===== config.mk =====
export PLATFORM = sky130hd
export DESIGN_NAME = uart_host_seq
export DESIGN_NICKNAME = d
export VERILOG_FILES = /design/src/rtl/uart_host_seq.sv
export SDC_FILE = /design/constraint.sdc
export NUM_CORES = 1
export LEC_CHECK = 0
export CELL_PAD_IN_SITES_DETAIL_PLACEMENT = 0
export CELL_PAD_IN_SITES_GLOBAL_PLACEMENT = 1
export CORE_MARGIN = 2
export CORE_UTILIZATION = 30
export CTS_CLUSTER_SIZE = 30
export DETAILED_ROUTE_END_ITERATION = 8
export MAX_ROUTING_LAYER = met4
export PLACE_DENSITY = 0.64
export SYNTH_ARGS = -nofsm -noshare
export SYNTH_HDL_FRONTEND = slang
export SYNTH_SLANG_ARGS = --single-unit
export TNS_END_PERCENT = 100

===== constraint.sdc =====
create_clock -name i_clock -period 4.7 [get_ports i_clock]
set_input_delay 1.175 -clock i_clock [delete_from_list [all_inputs] [get_ports i_clock]]
set_output_delay 1.175 -clock i_clock [all_outputs]
set_load 0.02 [all_outputs]

===== src/rtl/uart_host_seq.sv =====
// Host-side UART sequencer: sends operand A, operand B and an opcode as three
// parity frames, then waits for one result frame. Optional build macro: HOST_PARITY_CHECK_EN.
module uart_host_seq #(
  parameter int SIZEDATA      = 8,
  parameter int SIZEOP        = 6,
  parameter int TICKS_PER_BIT = 16,
  parameter int TIMEOUT_BITS  = 64
) (
  input  logic                i_clock,
  input  logic                i_reset,
  input  logic                i_tick,
  input  logic                i_start,
  input  logic [SIZEDATA-1:0] i_datoa,
  input  logic [SIZEDATA-1:0] i_datob,
  input  logic [SIZEOP-1:0]   i_opcode,
  input  logic                i_rx_data_input,
  output logic                o_tx_data,
  output logic                o_busy,
  output logic                o_done,
  output logic [SIZEDATA-1:0] o_result,
  output logic                o_frame_err,
  output logic                o_parity_err,
  output logic                o_timeout,
  output logic [3:0]          o_dbg_state
);

  localparam int TO_LIMIT = TIMEOUT_BITS * TICKS_PER_BIT;
  localparam int TW       = $clog2(TICKS_PER_BIT + 1);
  localparam int BW       = $clog2(SIZEDATA + 1);
  localparam int TOW      = $clog2(TO_LIMIT + 1);

  typedef enum logic [3:0] {
    IDLE, TX_START, TX_DATA, TX_PARITY, TX_STOP,
    RX_WAIT, RX_START, RX_DATA, RX_PARITY, RX_STOP, DONE
  } state_t;

  state_t              state, state_next;
  logic [TW-1:0]       tick_cnt;
  logic [BW-1:0]       bit_cnt;
  logic [1:0]          byte_idx;
  logic [TOW-1:0]      to_cnt;
  logic [SIZEDATA-1:0] reg_a, reg_b, reg_op, cur_byte, tx_shift, rx_shift;
  logic                bit_end, mid_tick, last_bit, to_end;
`ifdef HOST_PARITY_CHECK_EN
  logic                rx_par;
`endif

  assign bit_end     = i_tick && (tick_cnt == TW'(TICKS_PER_BIT - 1));
  assign mid_tick    = i_tick && (tick_cnt == TW'(TICKS_PER_BIT / 2 - 1));
  assign last_bit    = (bit_cnt == BW'(SIZEDATA - 1));
  assign to_end      = i_tick && (to_cnt == TOW'(TO_LIMIT - 1));
  assign o_done      = (state == DONE);
  assign o_dbg_state = state;

  always_comb begin
    case (byte_idx)
      2'd0:    cur_byte = reg_a;
      2'd1:    cur_byte = reg_b;
      default: cur_byte = reg_op;
    endcase
  end

  always_ff @(posedge i_clock) begin
    if (i_reset) state <= IDLE;
    else         state <= state_next;
  end

  always_comb begin
    state_next = state;
    o_tx_data  = 1'b1;
    case (state)
      IDLE:      if (i_start) state_next = TX_START;
      TX_START:  begin
                   o_tx_data = 1'b0;
                   if (bit_end) state_next = TX_DATA;
                 end
      TX_DATA:   begin
                   o_tx_data = tx_shift[0];
                   if (bit_end && last_bit) state_next = TX_PARITY;
                 end
      TX_PARITY: begin
                   o_tx_data = ^cur_byte;
                   if (bit_end) state_next = TX_STOP;
                 end
      TX_STOP:   if (bit_end) state_next = (byte_idx == 2'd2) ? RX_WAIT : TX_START;
      // A low line wins over an expiring timeout in the same cycle.
      RX_WAIT:   if (!i_rx_data_input) state_next = RX_START;
                 else if (to_end)      state_next = DONE;
      RX_START:  if (mid_tick) state_next = i_rx_data_input ? RX_WAIT : RX_DATA;
      RX_DATA:   if (bit_end && last_bit) state_next = RX_PARITY;
      RX_PARITY: if (bit_end) state_next = RX_STOP;
      RX_STOP:   if (bit_end) state_next = DONE;
      DONE:      state_next = IDLE;
      default:   state_next = IDLE;
    endcase
  end

  always_ff @(posedge i_clock) begin
    if (i_reset) begin
      tick_cnt    <= '0;
      bit_cnt     <= '0;
      byte_idx    <= '0;
      to_cnt      <= '0;
      reg_a       <= '0;
      reg_b       <= '0;
      reg_op      <= '0;
      tx_shift    <= '0;
      rx_shift    <= '0;
      o_busy      <= 1'b0;
      o_result    <= '0;
      o_frame_err <= 1'b0;
      o_timeout   <= 1'b0;
`ifdef HOST_PARITY_CHECK_EN
      rx_par       <= 1'b0;
      o_parity_err <= 1'b0;
`endif
    end else begin
      // Tick counter restarts on every state change so each bit is timed from its own edge.
      if (state_next != state || state == IDLE || state == RX_WAIT || state == DONE)
        tick_cnt <= '0;
      else if (i_tick)
        tick_cnt <= bit_end ? '0 : tick_cnt + 1'b1;

      if (state != TX_DATA && state != RX_DATA) bit_cnt <= '0;
      else if (bit_end) bit_cnt <= last_bit ? '0 : bit_cnt + 1'b1;

      if (state == IDLE) byte_idx <= '0;
      else if (state == TX_STOP && bit_end) byte_idx <= byte_idx + 1'b1;

      // Timeout count survives glitch rejections; only a new transaction clears it.
      if (state == IDLE) to_cnt <= '0;
      else if (state == RX_WAIT && i_tick) to_cnt <= to_cnt + 1'b1;

      if (state == TX_START && bit_end) tx_shift <= cur_byte;
      else if (state == TX_DATA && bit_end) tx_shift <= tx_shift >> 1;

      if (state == RX_DATA && bit_end) rx_shift <= {i_rx_data_input, rx_shift[SIZEDATA-1:1]};

      if (state == IDLE && i_start) begin
        reg_a       <= i_datoa;
        reg_b       <= i_datob;
        reg_op      <= SIZEDATA'(i_opcode);
        o_busy      <= 1'b1;
        o_frame_err <= 1'b0;
        o_timeout   <= 1'b0;
`ifdef HOST_PARITY_CHECK_EN
        o_parity_err <= 1'b0;
`endif
      end

      if (state == RX_WAIT && state_next == DONE) o_timeout <= 1'b1;
      if (state == RX_STOP && bit_end) o_frame_err <= !i_rx_data_input;
`ifdef HOST_PARITY_CHECK_EN
      if (state == RX_PARITY && bit_end) rx_par <= i_rx_data_input;
`endif

      if (state == DONE) begin
        o_busy <= 1'b0;
        if (!o_timeout) begin
          o_result <= rx_shift;
`ifdef HOST_PARITY_CHECK_EN
          o_parity_err <= rx_par ^ (^rx_shift);
`endif
        end
      end
    end
  end

`ifndef HOST_PARITY_CHECK_EN
  assign o_parity_err = 1'b0;
`endif

endmodule


==> impl_metrics.ini, run 1 <==
[status]
status = finished clean

[yosys]
synthFlopType = dfxtp_1
yosysWarnings = 0
yosys.area_share.xor_xnor_pct = 4.873
synth.ff_latch_count = 75
syn-num-nets = 449
yosys.area_share.adder_pct = 2.088
synth_mux_area_share_pct = 7.309
syn_area_mm2 = 0.003595
yosys.area_share.simple_pct = 24.43
synth_compound_area_share_pct = 14.34
synth-async-reset-ratio_pct = 0
ys_types = 56
synth_top_family_by_area = simple AND/OR/NAND/NOR gates
synth_cells = 416
synth-seq-area-share_pct = 41.77
synth_edf_count = 0
syn_area_per_cell_um2 = 8.641

[setup_path]
crit_path_end = o_tx_data
arrival_ns = 3.18
r2r_slack_ns = 2.09
rr_startpoint = tick_cnt[0]
cp_data_required_time_ns = 3.52
worst-path-buf-inv = 2
r2r-end = tx_shift[6]
critical_path_class = flop to output pin
cp-end-kind = output pin
cpLargestDelayFamily = buffers and inverters
cpMostUsedCell = xnor2_1
start_kind = flop
rr_worst_depth = 7
crit_path_max_incr_delay_ns = 0.69
cp-startpoint = byte_idx[0]
path_cells = inv_1 > ha_1 > nor2_2 > a21oi_1 > xnor2_1 > xnor2_1 > xnor2_1 > o311ai_1 > clkdlybuf4s50_1
cp_num_cells = 9
crit_slowest_cell = clkdlybuf4s50_1
crit_path_max_fanout = 11

[power]
fin_total_pwr_uw = 1480
peakVddDrop_v = 0.0001210
p_per_area_mw_per_mm2 = 340.3
leakage_uw = 0.001535

[global_routing]
grt_max_degree = 58
grt_use_met1_pct = 16.78
grt_pass1_vias = 2850
grt_pass1_wl_um = 13770
grt.busiest_layer = met2
grtUsageMet3_pct = 3.348
globalRoute.totalOverflow = 0
antenna_found_initial = 0
grtUsageTotal_pct = 13.67
grt_util_met2_pct = 21.96

[floorplan]
core_area_mm2 = 0.01156
die_area_mm2 = 0.01287
start_util_pct = 31.08
ios = 45
die_y_um = 113.5
die_w_um = 113.5
rows = 39

[timing]
drv_slew = 0
fin_tns_setup_ns = 0
worstMarginPinSlew_ns = 1.038
skew_ns = 0.008657
min_period_ns = 4.350
rsz0062_at_grt = no
fmaxAchievable_ghz = 0.2299
setup_violations = 0
max_slew_margin_pct = 30.78
finalCritPeriodShare_pct = 92.56
post-route-worst-setup-slack_ns = 0.3496
hold_viol = 0

[route]
drt_wl_total_um = 8241
viasPerCell = 4.920
drc = 0
drtAntennaViolNets = 0
wl_per_cell_um = 13.99
drtIter0Drc = 117
dr.pass1.iters = 4
vias = 2898

[place]
port_buffers = 43
place_hpwl_um = 5847
place.gp.congestion = 0.7844
dp.cells = 573
pre_cts_ws_ns = 0.5302

[clock_network]
clkLatencyLatePin_ns = 0.34
cts_tree = done
cts_root_buf = clkbuf_16
clock_tree.buffer_depth = 2
cts.reportedPaths.clkPinSlew_ns = 0.06
postCtsSetupBuffers = 0
clock_sinks = 75
cts_made_buffers = 9
htreeDepth = 3
postCtsHoldBufs = 0

[cells_and_area]
fillers = 1193
nets = 474
layout-drive-gt1-share_pct = 6.951
antenna_cells = 0
fin_util_pct = 37.60
syn2layout_area_growth_pct = 20.95
final_cells = 589

[worst_hold_path]
hp-class = flop to flop

[flow_run]
drv_cap = 0
==> metrics by stage <==
stage / instance area (um2) / hold WS [ns]
floorplan: 3595 / 0.4340
global placement: 4039 / 0.4558
detailed placement: 4039 / 0.4525
CTS: 4345 / 0.4617
global route: 4348 / 0.4895
finish: 4348 / 0.4563
==> timing repair <==
| item | CTS | global route |
|---|---|---|
| gates resized for setup | 0 | 1 |
| setup endpoints to repair | 0 | 1 |
| hold endpoints to repair | 0 | 0 |
==> per-layer routing <==
metal  share of wire (%)  routed length [um]
met1                  49                4001
met2                  47                3885
met3                 2.9                 240
met4                 1.4                 112
met5                   0                   0
==> final cells by class <==
type	count	area (um2)	share of cell area [%]
clock inverters	7	81.33	1.871
multi-input cells	306	1913	44.00
flip-flops and latches	75	1501	34.53
well taps	143	178.9	4.115
inverters	6	22.52	0.5180
clock buffers	9	225.2	5.180
repair buffers	43	425.4	9.784
==> Yosys cell counts, types with 2 or more instances <==
| library cell | n | area share (%) |
|---|---|---|
| a211oi_1 | 10 | 2.1 |
| a21oi_1 | 38 | 5.3 |
| a221oi_1 | 2 | 0.49 |
| a22o_1 | 6 | 1.5 |
| a22oi_1 | 2 | 0.42 |
| and3_1 | 2 | 0.35 |
| and3b_1 | 2 | 0.49 |
| and4b_1 | 2 | 0.56 |
| buf_2 | 4 | 0.56 |
| buf_4 | 5 | 1.0 |
| buf_6 | 3 | 0.94 |
| clkbuf_1 | 16 | 1.7 |
| dfxtp_1 | 75 | 42 |
| ha_1 | 6 | 2.1 |
| inv_1 | 6 | 0.63 |
| mux2_2 | 2 | 0.63 |
| mux2i_1 | 24 | 6.7 |
| nand2_1 | 67 | 7.0 |
| nand2b_1 | 3 | 0.52 |
| nand3_1 | 7 | 0.97 |
| nand3b_1 | 2 | 0.42 |
| nand4_1 | 4 | 0.70 |
| nand4b_1 | 3 | 0.73 |
| nor2_1 | 49 | 5.1 |
| nor2b_1 | 6 | 1.0 |
| nor3_1 | 7 | 0.97 |
| nor4_4 | 2 | 1.2 |
| o21ai_0 | 11 | 1.5 |
| o41ai_1 | 2 | 0.49 |
| or3_1 | 3 | 0.52 |
| or4_1 | 2 | 0.42 |
| xnor2_1 | 12 | 2.9 |
| xor2_1 | 8 | 1.9 |
==> worst min-delay path by stage <==
stage | to | from | cells after the start | slack, ns
floorplan | tick_cnt[4] | tick_cnt[4] | 2 | 0.43
CTS | reg_b[7] | reg_b[7] | 2 | 0.46
global placement | reg_a[7] | reg_a[7] | 2 | 0.46
global route | reg_b[6] | reg_b[6] | 2 | 0.49
finish | reg_b[7] | reg_b[7] | 2 | 0.46
detailed placement | reg_b[7] | reg_b[7] | 2 | 0.45
==> registers in the layout, summed over array words and instances (netlist names), 5 cells and up <==
register  count
o_result      8
reg_a         8
reg_b         8
reg_op        6
rx_shift      8
tick_cnt      5
to_cnt       11
tx_shift      8
==> worst register-to-register path: stages, from the launching register on <==
cell and delay [ns]:
dfxtp_1 0.36, ha_1 0.22, and4b_1 0.37, nand2_1 0.34
nor4_4 0.63, nor2b_1 0.17, a221oi_1 0.30, nor2_1 0.07
==> report_power, final <==
part	total [uW]	switching, uW	internal (uW)
logic	112	59.2	52.3
clock network	705	286	419
registers	663	13.2	649
==> cells by family (layout without fill, tap and decap cells) <==
kind of cell | Yosys count | in the layout
simple gates | 172 | 172
compound gates | 81 | 81
buf+inv | 35 | 65
mux | 26 | 26
xor+xnor | 20 | 20
flops | 75 | 75
other cells | 1 | 1
fa+ha+maj | 6 | 6
==> cells in the final DEF (no fill, tap or decap), types with 3 or more instances in the layout <==
cell type         n
o21ai_0          11
clkbuf_16         9
nand2_1          67
nor2b_1           6
dfxtp_1          75
a211oi_1         10
mux2i_1          24
or3_1             3
clkdlybuf4s50_1  42
nor2_1           48
nand4b_1          3
nand2b_1          3
nand3_1           7
nor3_1            7
a22o_1            6
a21oi_1          38
nand4_1           4
xor2_1            8
ha_1              6
inv_1             6
xnor2_1          12
No activity file was read; power rests on OpenSTA's default activity.
==> inputs of run 2 (changes only) <==
--- a/config.mk
+++ b/config.mk
@@ -5,6 +5,7 @@
 export SDC_FILE = /design/constraint.sdc
 export NUM_CORES = 1
 export LEC_CHECK = 0
+export CAP_MARGIN = 30
 export CELL_PAD_IN_SITES_DETAIL_PLACEMENT = 0
 export CELL_PAD_IN_SITES_GLOBAL_PLACEMENT = 1
 export CORE_MARGIN = 2
==> run 2 against run 1 <==
Critical path depth is the same. Die area is the same. Sequential cell count is the same. Clock-buffer cell count grew 2. Largest cell class unchanged. Non-clock buffer count grew 1. Wire length shrank 0.30%. Worst hold slack gained 0.0036 ns. Cell count grew 0.17%. Fmax shrank 0.11%.
==> impl_metrics.ini, run 2 (synthesis results as in run 1) <==
[setup_path]
crit_path_max_fanout = 11
cp_data_required_time_ns = 3.52
r2r-end = tick_cnt[3]
crit_path_end = o_tx_data
rr_worst_depth = 7
start_kind = flop
arrival_ns = 3.18
cp-end-kind = output pin
r2r_slack_ns = 2.11
rr_startpoint = tick_cnt[0]
cp-startpoint = byte_idx[0]
critical_path_class = flop to output pin

[timing]
drv_slew = 0
fin_tns_setup_ns = 0
max_slew_margin_pct = 42.18
hold_viol = 0
fmaxAchievable_ghz = 0.2296
rsz0062_at_grt = no
min_period_ns = 4.355
setup_violations = 0
worstMarginPinSlew_ns = 0.8655
skew_ns = 0.007843
post-route-worst-setup-slack_ns = 0.3449
finalCritPeriodShare_pct = 92.66

[route]
dr.pass1.iters = 4
drc = 0
drtIter0Drc = 137
viasPerCell = 4.912
drtAntennaViolNets = 0
vias = 2898
drt_wl_total_um = 8216
wl_per_cell_um = 13.93

[global_routing]
grtUsageTotal_pct = 13.89
grt_pass1_vias = 2814
grt_max_degree = 53
globalRoute.totalOverflow = 0
grt_pass1_wl_um = 13860
antenna_found_initial = 0

[floorplan]
die_y_um = 113.5
die_w_um = 113.5
core_area_mm2 = 0.01156
rows = 39
ios = 45
die_area_mm2 = 0.01287
start_util_pct = 31.08

[cells_and_area]
final_cell_mix = dfxtp_1 (75), nand2_1 (67), nor2_1 (48)
fillers = 1189
layout-drive-gt1-share_pct = 6.711
largest-register = to_cnt
nets = 475
largest_register_ffs = 11
layout_commonest_cell = dfxtp_1
syn2layout_area_growth_pct = 21.86
antenna_cells = 0

[clock_network]
cts_made_buffers = 9
clock_tree.buffer_depth = 2
cts_root_buf = clkbuf_16
cts.reportedPaths.clkPinSlew_ns = 0.06
clkLatencyLatePin_ns = 0.34
postCtsHoldBufs = 0
clock_sinks = 75
cts_tree = done
htreeDepth = 3

[place]
place_hpwl_um = 5852
place.gp.congestion = 0.7844
pre_cts_ws_ns = 0.5137
port_buffers = 43

[power]
p_per_area_mw_per_mm2 = 345.1
leakage_uw = 0.001546
peakVddDrop_v = 0.0002065

[status]
status = finished clean

[flow_run]
drv_cap = 0

[worst_hold_path]
hp-class = flop to flop
-- run 2: cell type report --
type,count,area [um2],area share (%)
Tap cell,143,178.9,4.085
Inverter,6,22.52,0.5141
Multi-Input combinational cell,306,1913,43.67
Sequential cell,75,1501,34.28
Clock inverter,5,86.33,1.971
Timing Repair Buffer,44,445.4,10.17
Clock buffer,11,232.7,5.313
-- run 2: where the power goes --
part	internal (uW)	switching [uW]
Sequential	650	13.0
Combinational	54.0	59.4
Clock	469	267
-- run 2: layer usage --
| layer | up-vias | GRT usage, % | routed length, um |
|---|---|---|---|
| met4 | 0 | 3.821 | 79 |
| li1 | 1491 | - | - |
| met3 | 8 | 4.729 | 298 |
| met2 | 41 | 21.96 | 3869 |
| met1 | 1358 | 17.00 | 3968 |
| met5 | - | - | 0 |
-- run 2: worst max-delay path: stages (launching register included) --
cell	delay (ns)
dfxtp_1	0.33
inv_1	0.08
ha_1	0.31
nor2_2	0.38
a21oi_1	0.18
xnor2_1	0.16
xnor2_1	0.22
xnor2_1	0.11
o311ai_1	0.39
clkdlybuf4s50_1	0.69
-- run 2: how the worst min path moves through the flow --
stage	cells after the start	end	from	slack, ns
detailed placement	2	reg_a[4]	reg_a[4]	0.45
floorplan	2	tick_cnt[4]	tick_cnt[4]	0.43
global route	2	reg_b[6]	reg_b[6]	0.49
finish	2	reg_b[7]	reg_b[7]	0.46
CTS	2	reg_a[4]	reg_a[4]	0.46
global placement	2	reg_a[7]	reg_a[7]	0.46
-- run 2: stage by stage --
stage,hold WS [ns],cells,utilization [%],total power [uW],instance area (um2)
after floorplan,0.4340,416,-,746.4,3595
after global placement,0.4558,573,34.92,789.8,4039
after detailed placement,0.4541,574,35.10,792.1,4059
after CTS,0.4628,590,37.86,1534,4378
after global routing,0.4896,590,37.88,1577,4380
final,0.4598,590,37.88,1512,4380
-- run 2: timing repair --
item,CTS,global route
setup buffers,0,0
gates resized for setup,0,1
setup endpoints to repair,0,1
==> RTL change 1, RTL diff (flow settings as in run 2) <==
`TIMEOUT_BITS`: 64 -> 128.
--- a/src/rtl/uart_host_seq.sv
+++ b/src/rtl/uart_host_seq.sv
@@ -5,5 +5,5 @@
   parameter int SIZEOP        = 6,
   parameter int TICKS_PER_BIT = 16,
-  parameter int TIMEOUT_BITS  = 64
+  parameter int TIMEOUT_BITS  = 128
 ) (
   input  logic                i_clock,
Function: same outputs for any inputs over 10 cycles, from zero or initial values and one cycle with i_reset high; that may be too few to reach the edited logic, so the function may still have changed.
==> RTL change 1 against run 2 <==
Worst hold slack got worse by 0.013 ns. Clock skew decreased by 0.0044 ns. Design area increased by 0.46%. Via count increased by 5.1%. Routed wire length increased by 4.8%. Power decreased by 2.8%. Non-clock buffer count increased by 3. Core utilization increased by 0.33 points. Die area decreased by 0.31%. Area after synthesis decreased by 0.31%. First-iteration DRC count decreased by 38%. Sequential cell count increased by 1. Global-route usage increased by 0.81 points. Highest routed layer unchanged. Worst setup slack got worse by 0.071 ns.
==> RTL change 1: results (changes against run 2) <==
outcome=completed; initial DRC count=85 (-38%); Post-Syn Nets=467 (+4.0%); Hold Startpoint=tick_cnt[4]; grt total ovfl=0 (unchanged); layout cells sized above 1=7.22% (+0.51 points); Area contributors post-synth=dfxtp_1 42%, nand2_1 6.9%, a21oi_1 6.8%; sequential element share of the synthesized area=42.5% (+0.69 points); worst flop-to-flop path startpoint=o_dbg_state[0]; fmax=226 MHz (-1.6%); WHS Endpoint=tick_cnt[4]; family with the most delay on the worst path=XOR/XNOR gates; max reg flops=12 (+1); Compound-Gate Fraction of Synth Area=16.8% (+2.5 points); hold slack=0.447 ns (-0.0130 ns); Overall Global Routing Usage=14.7% (+0.81 points); global-route wire length before repair=14.7 mm (+5.8%); pre-CTS setup slack=0.605 ns (+0.0913 ns); xor/xnor share of the synthesized area=4.68% (-0.19 points); Psw=341 uW (+0.36%); R2R cell count=5 (-2); reg-to-reg slack, setup=2.15 ns (+0.04 ns); Worst Tran Pin Value=0.853 ns (-0.0126 ns); vias in the first global route=2946 (+4.7%); CP max FO=9 (-2); routability cong.=0.795 (+1.4%); Worst R2R End=o_result[0]; Detail Placement HPWL=6.22 mm (+6.3%); Critical Path AT=3.25 ns (+0.07 ns); Post-Place Cells=598 (+4.2%); via density per instance=4.96 (+1.0%); Syn Area/Cell=8.26 um2 (-4.4%); WL per Instance=14.0 um (+0.70%); area share of fa/ha/maj cells after synthesis=2.09% (+0.0066 points); largest net degree at the start of global routing=52 (-1.9%); mux contribution to synthesized area=5.97% (-1.3 points); fin nets=499 (+5.1%); post-synthesis cell type count=55 (-1.8%); Biggest register=to_cnt; VDD IR-drop max=0.128 mV (-38%); WHS Path Cells=2 (unchanged); max incr delay on CP=0.65 ns (-0.04 ns); Area after DPL=0.00411 mm2 (+1.2%); worst-case clock buffer depth=2 (unchanged); P_leak=0.00154 uW (-0.52%); final WL=8.61 mm (+4.8%); clock skew=0.00347 ns (-0.00437 ns)
-- RTL change 1: cell count changes after synthesis, moves of 4 or more --
cell / change
nand3_1: +5
a22o_1: -4
a21oi_1: +11
buf_2: +4
a22o_2: +5
nor2_1: +6
a211oi_1: -7
mux2i_1: -6
inv_1: +4
xnor2_1: -4
o22ai_1: +6
or3_1: +4
-- RTL change 1: cell type report --
cell class | instances | area [um2]
Timing Repair Buffer | 47 | 468
Inverter | 10 | 37.5
Fill cell | 1187 | 7120
Multi-Input combinational cell | 322 | 1900
Sequential cell | 76 | 1520
Clock inverter | 5 | 60.1
Tap cell | 143 | 179
Clock buffer | 11 | 233
-- RTL change 1: power groups by stage --
stage | registers, uW | clock network, uW | logic (uW)
after floorplan | 680 | 0 | 74.8
after global placement | 685 | 0 | 114
after detailed placement | 684 | 0 | 117
after CTS | 670 | 706 | 118
after global routing | 671 | 737 | 128
final | 670 | 685 | 115
-- RTL change 1: cell families (layout without fill, tap and decap cells) --
group	Yosys count	in the layout
compound gates	96	96
xor+xnor	16	16
fa+ha+maj	6	6
buf+inv	36	73
flops	76	76
mux	21	21
other cells	1	1
simple gates	182	182
-- RTL change 1: worst reg2reg max path: cells and delay by family, from the launching register on --
family | cells | cell delay (ns)
and+or+nand+nor | 4 | 1.72
DFF | 1 | 0.46
muxes | 1 | 0.27
-- RTL change 1: layer usage --
layer,GRT usage [%],vias up,share of wire [%],wire (um)
li1,-,1567,-,-
met1,19.4,1421,50,4330
met4,7.15,0,2.3,195
met3,2.09,13,2.2,193
met2,22.1,45,45,3890
met5,-,-,0,0
==> RTL change 2, RTL diff (config.mk and constraints of run 2) <==
Made on the original files. Make the reset (`i_reset`) asynchronous in 2 clocked blocks.
--- a/src/rtl/uart_host_seq.sv
+++ b/src/rtl/uart_host_seq.sv
@@ -61,5 +61,5 @@
   end
 
-  always_ff @(posedge i_clock) begin
+  always_ff @(posedge i_clock or posedge i_reset) begin
     if (i_reset) state <= IDLE;
     else         state <= state_next;
@@ -96,5 +96,5 @@
   end
 
-  always_ff @(posedge i_clock) begin
+  always_ff @(posedge i_clock or posedge i_reset) begin
     if (i_reset) begin
       tick_cnt    <= '0;
Check against the original RTL: differs if i_reset is asserted again (counterexample within 4 cycles, from zero or initial values and one cycle with i_reset high); with i_reset held inactive, the same outputs for 10 cycles.
==> RTL change 2 against run 2 <==
Count of clock-buffer cells in the layout rose by 1. Worst setup slack got worse by 0.048 ns. Routed wire length fell by 5.8%. Design area rose by 6.9%. Clock skew fell by 0.0016 ns. Register-to-register slack improved by 0.29 ns. Core utilization rose by 0.79 points. Area after synthesis rose by 4.6%. First-iteration DRC count rose by 33%. Sequential cell count did not move. Critical path type unchanged. Highest routed layer unchanged.
Power is not compared: it rests on default switching activity, and its combinational part moved more than twofold at a synthesized area within 25%.
==> RTL change 2: results (changes against run 2) <==
xor/xnor share of the synthesized area=4.46% (-0.41 points); Compound-Gate Fraction of Synth Area=11.9% (-2.5 points); fmax=227 MHz (-1.1%); filler instances=1236 (+4.0%); initial DRC count=182 (+33%); Overall Global Routing Usage=13.1% (-0.77 points); Synth Flop Type=dfrtp_1; layout cells sized above 1=18.0% (+11 points); post-synthesis cell type count=48 (-14%); reg-to-reg slack, setup=2.40 ns (+0.29 ns); clock skew=0.00626 ns (-0.00158 ns); area share of fa/ha/maj cells after synthesis=2.00% (-0.092 points); global-route wire length before repair=13.6 mm (-2.1%); Post-Syn Nets=382 (-15%); fin nets=423 (-11%); Syn Area/Cell=10.8 um2 (+25%); Detail Placement HPWL=5.65 mm (-3.5%); total number of vias=2751 (-5.1%); Worst R2R End=bit_cnt[3]; relative slew slack=49.8% (+7.6 points); via density per instance=4.89 (-0.52%); CP max FO=9 (-2); outcome=completed; hold slack=0.484 ns (+0.0243 ns); pre-CTS setup slack=0.632 ns (+0.118 ns); Area contributors post-synth=dfrtp_1 50%, mux2_2 13%, nand2_1 3.4%; R2R cell count=5 (-2); M1 wire length=3.77 mm (-4.9%); Hold Startpoint=bit_cnt[3]; CP startpoint=byte_idx[0]; worst flop-to-flop path startpoint=o_dbg_state[2]; WHS Path Cells=1 (-1); top cells by count, synth=75 x dfrtp_1, 45 x mux2_2, 34 x nand2_1, 24 x o21ai_0, 22 x nor2_1; met2 routed WL=3.56 mm (-8.0%); WL per Instance=13.7 um (-1.3%); WHS Endpoint=bit_cnt[3]; Async S/R FF share, synth=100% (+100 points); Area after DPL=0.00434 mm2 (+7.0%)
## RTL change 2: power breakdown
group / switching [uW] / internal [uW]
Clock: 254 / 479
Combinational: 140 / 136
Sequential: 62.0 / 698
Total: 456 / 1310
## RTL change 2: critical path, stage by stage (launching register included)
cell	delay (ns)
dfrtp_1	0.41
inv_1	0.08
ha_1	0.32
a22o_1	0.25
a21oi_1	0.17
xnor3_1	0.42
xnor3_1	0.36
o21ai_0	0.24
clkdlybuf4s50_1	0.65
## RTL change 2: layer usage
layer / track usage [%] / up-vias
met1: 18.3 / 1351
met3: 2.93 / 6
met4: 4.29 / 0
li1: - / 1332
met2: 19.0 / 62
met5: - / -
## RTL change 2: area by class of cell
type / count / area, um2 / share of cell area, %
Timing Repair Buffer: 49 / 488 / 10.4
Inverter: 13 / 48.8 / 1.04
Tap cell: 168 / 210 / 4.49
Clock buffer: 12 / 246 / 5.26
Clock inverter: 4 / 73.8 / 1.58
Multi-Input combinational cell: 242 / 1740 / 37.1
Sequential cell: 75 / 1880 / 40.1
